### src/rtl/shift_sequencer_pkg.sv
// Shared definitions for the shift sequencer and the universal shift register it drives.
// Holds the register mode encoding, the sequencer state encoding and the default width.
package shift_sequencer_pkg;

  localparam int unsigned DEFAULT_WIDTH = 16;

  localparam logic [1:0] MODE_HOLD  = 2'b00;
  localparam logic [1:0] MODE_RIGHT = 2'b01;
  localparam logic [1:0] MODE_LEFT  = 2'b10;
  localparam logic [1:0] MODE_LOAD  = 2'b11;

  typedef enum logic [1:0] {
    StIdle,
    StLoad,
    StShift,
    StDone
  } state_e;

endpackage

### src/rtl/shift_sequencer.sv
// Control stage for the universal shift register: accepts a frame, issues one load,
// N shifts and a done pulse, and exports the exiting bit on every shift cycle.
module shift_sequencer
  import shift_sequencer_pkg::*;
#(
  parameter int unsigned WIDTH = DEFAULT_WIDTH,
  parameter int unsigned CNT_W = 5
) (
  input  logic             clk,
  input  logic             rst,
  input  logic             in_valid,
  output logic             in_ready,
  input  logic [WIDTH-1:0] in_data,
  input  logic             in_dir,
  input  logic [CNT_W-1:0] in_count,
  input  logic             in_fill,
  output logic [1:0]       sr_mode,
  output logic [WIDTH-1:0] sr_data,
  output logic             sr_din,
  input  logic [WIDTH-1:0] sr_dout,
  output logic             ser_out,
  output logic             ser_valid,
  output logic             busy,
  output logic             done
);

  localparam int unsigned IDX_W = $clog2(WIDTH);

  state_e           state_q, state_d;
  logic [WIDTH-1:0] data_q;
  logic             dir_q;
  logic             fill_q;
  logic [CNT_W-1:0] rem_q;
  logic [CNT_W-1:0] count_sat;
  logic             accept;
  logic [IDX_W-1:0] ser_idx;

  assign count_sat = (32'(in_count) > WIDTH) ? CNT_W'(WIDTH) : in_count;
  assign accept    = in_valid && (state_q == StIdle);

  // State register with the latched frame and the remaining-shift counter.
  always_ff @(posedge clk) begin
    if (rst) begin
      state_q <= StIdle;
      data_q  <= '0;
      dir_q   <= 1'b0;
      fill_q  <= 1'b0;
      rem_q   <= '0;
    end else begin
      state_q <= state_d;
      if (accept) begin
        data_q <= in_data;
        dir_q  <= in_dir;
        fill_q <= in_fill;
        rem_q  <= count_sat;
      end else if (state_q == StShift) begin
        rem_q <= rem_q - CNT_W'(1);
      end
    end
  end

  always_comb begin
    state_d = state_q;
    unique case (state_q)
      StIdle:  if (accept) state_d = StLoad;
      StLoad:  state_d = (rem_q != '0) ? StShift : StDone;
      StShift: if (rem_q == CNT_W'(1)) state_d = StDone;
      StDone:  state_d = StIdle;
      default: state_d = StIdle;
    endcase
  end

  always_comb begin
    in_ready  = 1'b0;
    sr_mode   = MODE_HOLD;
    sr_din    = 1'b0;
    ser_valid = 1'b0;
    busy      = 1'b1;
    done      = 1'b0;
    unique case (state_q)
      StIdle: begin
        in_ready = !rst;
        busy     = 1'b0;
      end
      StLoad:  sr_mode = MODE_LOAD;
      StShift: begin
        sr_mode   = dir_q ? MODE_LEFT : MODE_RIGHT;
        sr_din    = fill_q;
        ser_valid = 1'b1;
      end
      StDone:  done = 1'b1;
      default: busy = 1'b0;
    endcase
  end

  assign sr_data = data_q;

  // Exiting bit is the end opposite the fill: LSB for right shifts, MSB for left.
  assign ser_idx = dir_q ? IDX_W'(WIDTH - 1) : '0;
  assign ser_out = ser_valid ? sr_dout[ser_idx] : 1'b0;

endmodule
### config.mk
export PLATFORM = sky130hd
export DESIGN_NAME = shift_sequencer
export DESIGN_NICKNAME = d
export VERILOG_FILES = /design/src/rtl/shift_sequencer_pkg.sv /design/src/rtl/shift_sequencer.sv
export SDC_FILE = /design/constraint.sdc
export NUM_CORES = 1
export LEC_CHECK = 0
export BUFFER_PORTS_ARGS = -buffer_cell sky130_fd_sc_hd__buf_2
export CAP_MARGIN = 0
export CORE_AREA = 2 2 59 50
export DETAILED_ROUTE_END_ITERATION = 8
export DIE_AREA = 0 0 61 52
export HOLD_SLACK_MARGIN = 0.08
export PLACE_DENSITY = 0.81
export SLEW_MARGIN = 20
export SYNTH_ARGS = -nofsm -noshare
export SYNTH_HDL_FRONTEND = slang
export SYNTH_SLANG_ARGS = --single-unit
### constraint.sdc
create_clock -name clk -period 2.8 [get_ports clk]
set_input_delay 0.56 -clock clk [delete_from_list [all_inputs] [get_ports clk]]
set_output_delay 0.56 -clock clk [all_outputs]
set_load 0.02 [all_outputs]
==> results of run 1 <==
[layout by cell type, fill, tap and decap left out, types with 3 or more instances in the layout]
cell | netlist | routed
inv_1 | 6 | 6
dfxtp_1 | 25 | 25
buf_2 | 1 | 51
ha_1 | 7 | 7
clkbuf_4 | 0 | 3
a21oi_1 | 24 | 24
nor2_1 | 7 | 7
nand2_1 | 40 | 40
[worst register-to-register path, stage by stage, from the launching register on]
cell and delay, ps:
dfxtp_1 430, inv_1 110, ha_1 230, nand2_1 610
nor3b_1 110, a21oi_1 160, nor2_1 60
[metrics by stage]
stage	instances	worst slack, ps	utilization [%]
6_report	226	593	54.5
5_1_grt	226	447	54.5
4_1_cts	226	571	54.5
3_5_place_dp	222	958	53.4
3_3_place_gp	222	949	53.4
2_1_floorplan	141	934	-
[final timing paths]
check,end,slack [ps],cells after the start
worst max-delay path,sr_mode[0],590,6
worst min-delay path,sr_data[14]$_SDFFE_PP0P_,440,3
worst max register to register,rem_q[2]$_SDFFE_PP0P_,990,6
worst min register to register,sr_data[7]$_SDFFE_PP0P_,460,2
[final cells by class]
type	count	area [um^2]	area share, %
clock buffers	3	22.5	1.58
clock inverters	1	7.51	0.526
well taps	38	47.5	3.33
flip-flops and latches	25	500	35.1
repair buffers	51	255	17.9
inverters	6	22.5	1.58
multi-input cells	102	571	40.0
[cells by family (layout without fill, tap and decap cells)]
logic type	after synthesis	in the layout
and+or+nand+nor	59	59
AOI/OAI and AO/OA	30	30
DFF	25	25
buffers and inverters	14	61
adders and majority gates	7	7
xor gates and xnor gates	4	4
muxes	2	2
[sequential cells by signal (all words and copies together), names as in the netlist]
signal	cells
state_q	2
sr_data	16
fill_q	1
rem_q	5
dir_q	1
[layer usage]
layer	vias up	GRT usage [%]	routed length, um
li1	560	-	-
met5	-	0	0
met2	28	29.2	1210
met3	5	4.48	125
met4	0	6.16	46
met1	472	20.4	1020
[power groups by stage]
stage | logic (mW) | registers (mW) | clock network [mW]
floorplan | 0.422 | 0.556 | 0
global placement | 0.618 | 0.511 | 0
detailed placement | 0.629 | 0.513 | 0
CTS | 0.632 | 0.505 | 0.174
global route | 0.707 | 0.516 | 0.189
finish | 0.626 | 0.505 | 0.166
==> key figures, run 1 <==
Pwr
  – Clock Power Share: 12.8%
  – Combinational share of power: 48.2%
  – Sequential power share: 38.9%
  – Sw Ratio: 43.6%
  – Leak: 0.671 nW
  – Worst VDD drop: 0.426 mV
  – Final Power: 1.30 mW
  – Pwr Density: 909 nW/um^2
  – Cell-internal power: 0.731 mW
  – NetSw: 0.566 mW

Synthesis
  – Top area cells in the synthesized netlist: dfxtp_1 (44%), nand2_1 (13%), a21oi_1 (11%)
  – Synth area leader: dfxtp_1
  – Synth Area in Compound Gates: 14.5%
  – Most numerous cell in the Yosys netlist: nand2_1
  – Register bit total from synthesis: 25
  – Number of flops mapped to enable cells by yosys: 0
  – Post-Synth Adder-Cell Area: 7.79%
  – Yosys cell types: 25
  – Simple-gate share of the synthesized area: 23.6%
  – FFs w/ async S/R, synth: 0%
  – Xor/xnor share of the synthesized area: 3.11%
  – Largest family of logic cells by synthesized area: simple AND/OR/NAND/NOR gates
  – Synth top area share: 44.5%
  – Post-Synthesis Cell Area: 1120 um^2
  – Syn Nets: 190
  – Warnings, synthesis: 0
  – Register area share after synthesis: 44.5%
  – Syn_area_per_cell: 7.98 um^2
  – Synth top cells by count: nand2_1 (40), dfxtp_1 (25), a21oi_1 (24)
  – Post-synthesis mux area share: 1.78%
  – Dominant synthesized flop cell: dfxtp_1
  – Post-Synthesis Cells: 141

Floorplan
  – Core Footprint: 2620 um^2
  – DIE HEIGHT: 52 um
  – # rows: 17
  – DIE AREA: 3170 um^2
  – Initial core utilization: 43.0%
  – Die W: 61 um
  – Io pins: 66

Clock network
  – Reg clk slew, reported paths: 140 ps
  – Setup bufs post-CTS: 0
  – H-tree levels: 1
  – Clk_lat worst skew: 330 ps
  – Hold_buf cts: 0
  – CTS sink cnt: 25
  – Max clock buf depth: 2
  – Post-CTS sizing: 0
  – Num CTS Buffers: 3
  – CTS tree: yes
  – Clk root buf: clkbuf_4

Run
  – Max cap viols: 0

Routing
  – Total Wirelength: 2.41 mm
  – DR vias/cell: 4.71
  – Antenna Nets Post-Route: 0
  – Avg WL per Cell: 10.6 um
  – Vias: 1065
  – Drt first pass iters: 4
  – Initial drt markers: 13
  – Residual DRC count: 0

Critical path
  – Critical R2R Launch: state_q[1]$_SDFFE_PP0P_
  – Crit path top cell by count: inv_1
  – Crit path DAT: 1650 ps
  – Buf+Inv Stages, Crit Path: 3
  – Crit-path max FO: 9
  – Crit. Startpoint: state_q[0]$_SDFFE_PP0P_
  – Max stage delay on crit path: 360 ps
  – Family with the most delay on the worst path: buffers and inverters
  – Crit Path Class: reg -> out
  – Critical-path top delay cell: dfxtp_1
  – Crit path launch type: flip-flop
  – CP Capture Type: output pin
  – Worst EP required: 2240 ps
  – Crit path cell chain: inv_1, ha_1, inv_1, nor2_1, o21a_1, buf_2

Place
  – GPL Wtd Cong: 0.804
  – Dpl cell area: 1400 um^2
  – Number of port buffers: 51
  – Hpwl dp: 1.78 mm

Final layout
  – Layout cell share with drive strength beyond 1: 29.8%
  – Nets: 238
  – Fin area: 1430 um^2
  – Area Overhead vs Synth: 26.8%
  – ANT cells: 0
  – Fillers: 259

Timing
  – Worst slew pin tran: 811 ps
  – Setup_tns: 0 ps
  – Crit share post-route: 78.8%
  – Worst Skew: 8.95 ps
  – Slew margin rel.: 45.8%
  – RSZ-0062 raised after global routing: no
  – Final Setup Violations: 0
  – Maximum operating frequency: 453 MHz
  – WHS: 442 ps
  – Max Slew Vio Count: 0
  – Fin crit period: 2210 ps
  – Fin. Hold Viols: 0

Global route
  – Initial antenna violation count: 0
  – Vias in the first global route: 966
  – Global Route Usage Sum: 17.1%
  – Largest net degree at the start of global routing: 28
  – Global-route wire length before repair: 4.08 mm
  – GR Overflow Total: 0

Hold path
  – Tightest Hold Check Type: in -> reg
  – Hold path startpoint: in_data[14]

Status
  – Status: finished, final reports clean
No activity file was read; power rests on OpenSTA's default activity.
==> inputs of run 2 (changes only) <==
Settings changed: CORE_AREA 2 2 59 50 to 2 2 64 54, DIE_AREA 0 0 61 52 to 0 0 66 56, PLACE_DENSITY 0.81 to 0.73.
Clock period 2.8 ns to 1.8 ns, I/O delays scaled along.
==> key figures, run 2 (synthesis gave the netlist of run 1 again) <==
Place
  – Number of port buffers: 51 (unchanged)
  – GPL Wtd Cong: 0.808 (+0.51%)
  – Pre-CTS worst setup slack: 128 ps (-830 ps)
  – Hpwl dp: 1.88 mm (+6.0%)
  – Dpl cell area: 1430 um^2 (+2.3%)
  – Placed Cells incl. Taps: 228 (+2.7%)

Clock network
  – Hold_buf cts: 0 (unchanged)
  – CTS sink cnt: 25 (unchanged)
  – Clk_lat worst skew: 270 ps (-60 ps)
  – CTS tree: yes
  – H-tree levels: 1 (unchanged)
  – Num CTS Buffers: 3 (unchanged)
  – Clk root buf: clkbuf_8
  – Max clock buf depth: 2 (unchanged)
  – Reg clk slew, reported paths: 90 ps (-50 ps)

Final layout
  – Layout cell share with drive strength beyond 1: 34.0% (+4.2 points)
  – Nets: 244 (+2.5%)
  – Fin area: 1510 um^2 (+6.0%)
  – Highest-count cells in the layout ignoring fill and taps: buf_2 (51), nand2_1 (40), a21oi_1 (24), dfxtp_1 (23), nor2_1 (7)
  – Non-filler instance count after layout: 234 (+3.5%)
  – Commonest non-fill, non-tap cell in the layout: buf_2
  – Post-layout util: 50.1% (-4.4 points)
  – Area Overhead vs Synth: 34.4%
  – Max reg flops: 16 (unchanged)
  – Fillers: 316 (+22%)
  – ANT cells: 0 (unchanged)

Hold path
  – Tightest Hold Check Type: in -> reg

Global route
  – Largest net degree at the start of global routing: 18 (-36%)
  – Vias in the first global route: 916 (-5.2%)
  – Global Route Usage Sum: 13.8% (-3.3 points)
  – Global-route wire length before repair: 4.06 mm (-0.49%)
  – Initial antenna violation count: 0 (unchanged)
  – GR Overflow Total: 0 (unchanged)

Routing
  – DR vias/cell: 4.63 (-1.8%)
  – Residual DRC count: 0 (unchanged)
  – Drt first pass iters: 6 (+2)
  – Vias: 1083 (+1.7%)
  – Antenna Nets Post-Route: 0 (unchanged)
  – Avg WL per Cell: 10.8 um (+1.4%)
  – Initial drt markers: 40 (+27)
  – Total Wirelength: 2.53 mm (+5.0%)

Timing
  – Worst slew pin tran: 351 ps (-460 ps)
  – Worst Skew: 8.75 ps (-0.206 ps)
  – Setup_tns: 0 ps (unchanged)
  – Final Setup Violations: 0 (unchanged)
  – Maximum operating frequency: 586 MHz
  – Setup WS post-layout: 94.0 ps (-499 ps)
  – Crit share post-route: 94.8%
  – Fin. Hold Viols: 0 (unchanged)
  – Max Slew Vio Count: 0 (unchanged)
  – Slew margin rel.: 76.6% (+31 points)
  – Fin crit period: 1710 ps
  – WHS: 314 ps (-128 ps)

Critical path
  – Family with the most delay on the worst path: flip-flops
  – Max stage delay on crit path: 360 ps (about the same)
  – CP Capture Type: output pin
  – Buf+Inv Stages, Crit Path: 3 (unchanged)
  – Crit path DAT: 1350 ps (-300 ps)
  – Worst EP required: 1440 ps (-800 ps)
  – Critical-path top delay cell: dfxtp_2
  – Crit path launch type: flip-flop
  – Crit-path max FO: 8 (-1)
  – Crit path cell chain: inv_2, ha_4, inv_1, nor2_1, o21a_1, buf_2
  – Crit Path Class: reg -> out

Floorplan
  – Io pins: 66 (unchanged)
  – Initial core utilization: 37.3% (-5.7 points)
  – # rows: 18 (+1)
  – Core Footprint: 3020 um^2 (+15%)
  – DIE HEIGHT: 56 um (+7.7%)
  – Die W: 66 um (+8.2%)
  – DIE AREA: 3700 um^2 (+17%)

Pwr
  – Sequential power share: 36.4% (-2.5 points)
  – Cell-internal power: 1.29 mW (+76%)
  – Pwr Density: 1460 nW/um^2 (+61%)
  – Leak: 0.713 nW (+6.3%)
  – Combinational share of power: 48.0% (-0.2 points)
  – Sw Ratio: 41.5% (-2.1 points)
  – Final Power: 2.21 mW (+70%)
  – NetSw: 0.917 mW (+62%)
  – Worst VDD drop: 0.824 mV (+93%)
  – Clock Power Share: 15.6% (+2.8 points)

Run
  – Max cap viols: 0 (unchanged)

Status
  – Status: finished, final reports clean
-- run 2: cell count changes in the layout (fill, tap and decap cells not counted), moves of 2 or more --
cell      change
clkbuf_4      -3
buf_4         +6
clkbuf_8      +3
dfxtp_1       -2
-- run 2: power groups by stage --
stage                     clock [mW]  combinational [mW]  sequential (mW)
after floorplan                    0               0.656            0.865
after detailed placement           0                1.02            0.800
after global routing           0.383                1.17            0.827
after CTS                      0.359                1.04            0.798
after global placement             0                1.01            0.798
final                          0.343                1.06            0.803
-- run 2: worst register-to-register path, delay by kind of cell, from the launching register on --
kind / cells / cell delay (ps)
adder cells (fa/ha/maj): 1 / 160
AO/OA/AOI/OAI: 2 / 250
flip-flops: 1 / 400
AND/OR/NAND/NOR: 2 / 580
-- run 2: layer usage --
layer  global-route usage (%)  vias to the layer above  part of all wire, %
met3                     5.47                        0                  5.1
met2                     20.8                       26                   44
met1                     19.3                      489                   51
met5                        0                        -                    0
met4                     1.75                        0                    0
li1                         -                      568                    -
-- run 2: what timing repair did --
item | CTS | global route
buffers inserted | 0 | 2
gates resized for setup | 4 | 2
setup endpoints to repair | 4 | 2
cloned | 0 | 0
-- run 2: layout make-up --
cell class / instances / area (um^2) / area share [%]
sequential: 25 / 505 / 33.4
inverter: 6 / 22.5 / 1.49
tap: 40 / 50.0 / 3.31
clock inverter: 1 / 8.76 / 0.579
clock buffer: 3 / 41.3 / 2.73
timing repair buffer: 57 / 300 / 19.9
multi-input combinational: 102 / 583 / 38.6
-- run 2: final timing paths --
check	startpoint	slack [ps]	cells past startpoint	to
hold / removal	in_data[4]	310	3	sr_data[4]$_SDFFE_PP0P_
hold reg to reg	fill_q$_SDFFE_PP0P_	460	2	fill_q$_SDFFE_PP0P_
setup / recovery	state_q[0]$_SDFFE_PP0P_	90	6	sr_mode[0]
setup reg to reg	rem_q[0]$_SDFFE_PP0P_	330	5	state_q[0]$_SDFFE_PP0P_
==> inputs of run 3 (changes only) <==
Settings changed: CORE_AREA 2 2 64 54 to 2 2 63 53, CTS_BUF_LIST set to sky130_fd_sc_hd__clkbuf_8, DIE_AREA 0 0 66 56 to 0 0 65 55, PLACE_DENSITY 0.73 to 0.76.
==> key figures, run 3 (synthesis gave the netlist of run 1 again) <==
Final layout
  – Area Overhead vs Synth: 32.5%
  – Commonest non-fill, non-tap cell in the layout: buf_2
  – Nets: 242 (-0.82%)
  – Max reg flops: 16 (unchanged)
  – Non-filler instance count after layout: 232 (-0.85%)
  – ANT cells: 0 (unchanged)
  – Highest-count cells in the layout ignoring fill and taps: buf_2 (51), nand2_1 (40), a21oi_1 (24), dfxtp_1 (23), nor2_1 (7)
  – Fin area: 1490 um^2 (-1.4%)
  – Layout cell share with drive strength beyond 1: 33.3% (-0.69 points)

Floorplan
  – Io pins: 66 (unchanged)
  – Die W: 65 um (-1.5%)
  – DIE AREA: 3580 um^2 (-3.3%)
  – # rows: 18 (unchanged)
  – Core Footprint: 2950 um^2 (-2.2%)
  – DIE HEIGHT: 55 um (-1.8%)
  – Initial core utilization: 38.1% (+0.85 points)

Place
  – Hpwl dp: 1.76 mm (-6.4%)
  – GPL Wtd Cong: 0.769 (-4.8%)
  – Placed Cells incl. Taps: 228 (unchanged)
  – Number of port buffers: 51 (unchanged)
  – Dpl cell area: 1430 um^2 (unchanged)

Timing
  – Maximum operating frequency: 582 MHz (-0.78%)
  – Worst slew pin tran: 388 ps (+37.4 ps)
  – Max Slew Vio Count: 0 (unchanged)
  – Fin crit period: 1720 ps (+13.5 ps)
  – Final Setup Violations: 0 (unchanged)
  – RSZ-0062 raised after global routing: no
  – Worst Skew: 2.70 ps (-6.05 ps)
  – WHS: 323 ps (+9.17 ps)
  – Slew margin rel.: 74.1% (-2.5 points)
  – Fin. Hold Viols: 0 (unchanged)
  – Crit share post-route: 95.5% (+0.75 points)
  – Setup_tns: 0 ps (unchanged)

Critical path
  – Worst EP required: 1440 ps (about the same)
  – Critical R2R Launch: state_q[1]$_SDFFE_PP0P_
  – Crit-path max FO: 5 (-3)
  – Crit. Startpoint: state_q[1]$_SDFFE_PP0P_
  – Crit path cell chain: inv_1, ha_1, nor2b_1, buf_2
  – Buf+Inv Stages, Crit Path: 2 (-1)
  – Critical-path top delay cell: dfxtp_2
  – CP Capture Type: output pin
  – Crit path launch type: flip-flop
  – Family with the most delay on the worst path: flip-flops
  – Crit Path Class: reg -> out
  – Max stage delay on crit path: 390 ps (+30 ps)
  – Crit path DAT: 1360 ps (about the same)

Routing
  – Residual DRC count: 0 (unchanged)
  – Antenna Nets Post-Route: 0 (unchanged)
  – Initial drt markers: 38 (-5.0%)
  – Vias: 1079 (-0.37%)
  – Total Wirelength: 2.48 mm (-2.0%)
  – Avg WL per Cell: 10.7 um (-1.1%)
  – Drt first pass iters: 4 (-2)
  – DR vias/cell: 4.65 (+0.49%)

Pwr
  – Leak: 0.702 nW (-1.6%)
  – Pwr Density: 1450 nW/um^2 (-0.99%)
  – Sw Ratio: 41.6% (+0.090 points)
  – Clock Power Share: 15.1% (-0.5 points)
  – Combinational share of power: 47.9% (about the same)
  – Sequential power share: 37.0% (+0.6 points)
  – Cell-internal power: 1.26 mW (-2.5%)
  – Worst VDD drop: 0.739 mV (-10%)
  – NetSw: 0.897 mW (-2.2%)

Hold path
  – Tightest Hold Check Type: in -> reg
  – Hold path startpoint: in_data[15]

Global route
  – Vias in the first global route: 878 (-4.1%)
  – Largest net degree at the start of global routing: 24 (+6)
  – Initial antenna violation count: 0 (unchanged)
  – Global Route Usage Sum: 14.1% (+0.22 points)
  – Global-route wire length before repair: 3.84 mm (-5.3%)
  – GR Overflow Total: 0 (unchanged)

Clock network
  – Clk root buf: clkbuf_8
  – Setup bufs post-CTS: 0 (unchanged)
  – Hold_buf cts: 0 (unchanged)
  – H-tree levels: 1 (unchanged)
  – Clk_lat worst skew: 260 ps (about the same)
  – CTS tree: yes
  – CTS sink cnt: 25 (unchanged)
  – Reg clk slew, reported paths: 90 ps (about the same)
  – Max clock buf depth: 2 (unchanged)
  – Num CTS Buffers: 3 (unchanged)

Status
  – Status: finished, final reports clean

Run
  – Max cap viols: 0 (unchanged)
[run 3: worst paths after layout]
check,endpoint,slack [ps],depth (start not counted)
max,sr_mode[1],80,4
min,sr_data[15]$_SDFFE_PP0P_,320,3
max reg2reg,sr_data[14]$_SDFFE_PP0P_,270,6
min reg2reg,sr_data[7]$_SDFFE_PP0P_,450,2
[run 3: timing repair]
action                     4_1_cts  5_1_grt
setup endpoints to repair        4        1
pin swaps                        0        0
resized for setup                4        1
[run 3: through the flow]
step	util, %	worst slack (ps)	power, mW
2_1_floorplan	-	134	1.52
3_3_place_gp	48.4	155	1.80
3_5_place_dp	48.4	133	1.82
4_1_cts	50.5	40.1	2.17
5_1_grt	50.5	9.69	2.33
6_report	50.5	80.5	2.15
[run 3: worst reg2reg max path, cell delays in order, from the launching register on]
cell and delay [ps]:
dfxtp_2 390, inv_1 90, ha_1 210, nand2_1 310, buf_4 270, nand2_1 70
a21oi_1 130
[run 3: layout make-up]
type | instances | area, um^2
clock buffers | 3 | 41.3
multi-input cells | 102 | 583
well taps | 40 | 50.0
clock inverters | 1 | 5.00
repair buffers | 55 | 285
fillers | 306 | 1460
flip-flops and latches | 25 | 503
inverters | 6 | 22.5
[run 3: power by group through the flow]
stage          clock (mW)  combinational (mW)  sequential, mW
3_3_place_gp            0                1.00           0.796
3_5_place_dp            0                1.02           0.797
5_1_grt             0.358                1.15           0.817
2_1_floorplan           0               0.656           0.865
6_report            0.325                1.03           0.798
4_1_cts             0.338                1.04           0.794
[run 3: per-layer routing]
| layer | routed length [um] | vias to the layer above | track usage [%] |
|---|---|---|---|
| li1 | - | 564 | - |
| met1 | 1180 | 488 | 17.0 |
| met5 | 0 | - | 0 |
| met2 | 1150 | 27 | 24.2 |
| met3 | 156 | 0 | 5.87 |
| met4 | 0 | 0 | 2.13 |
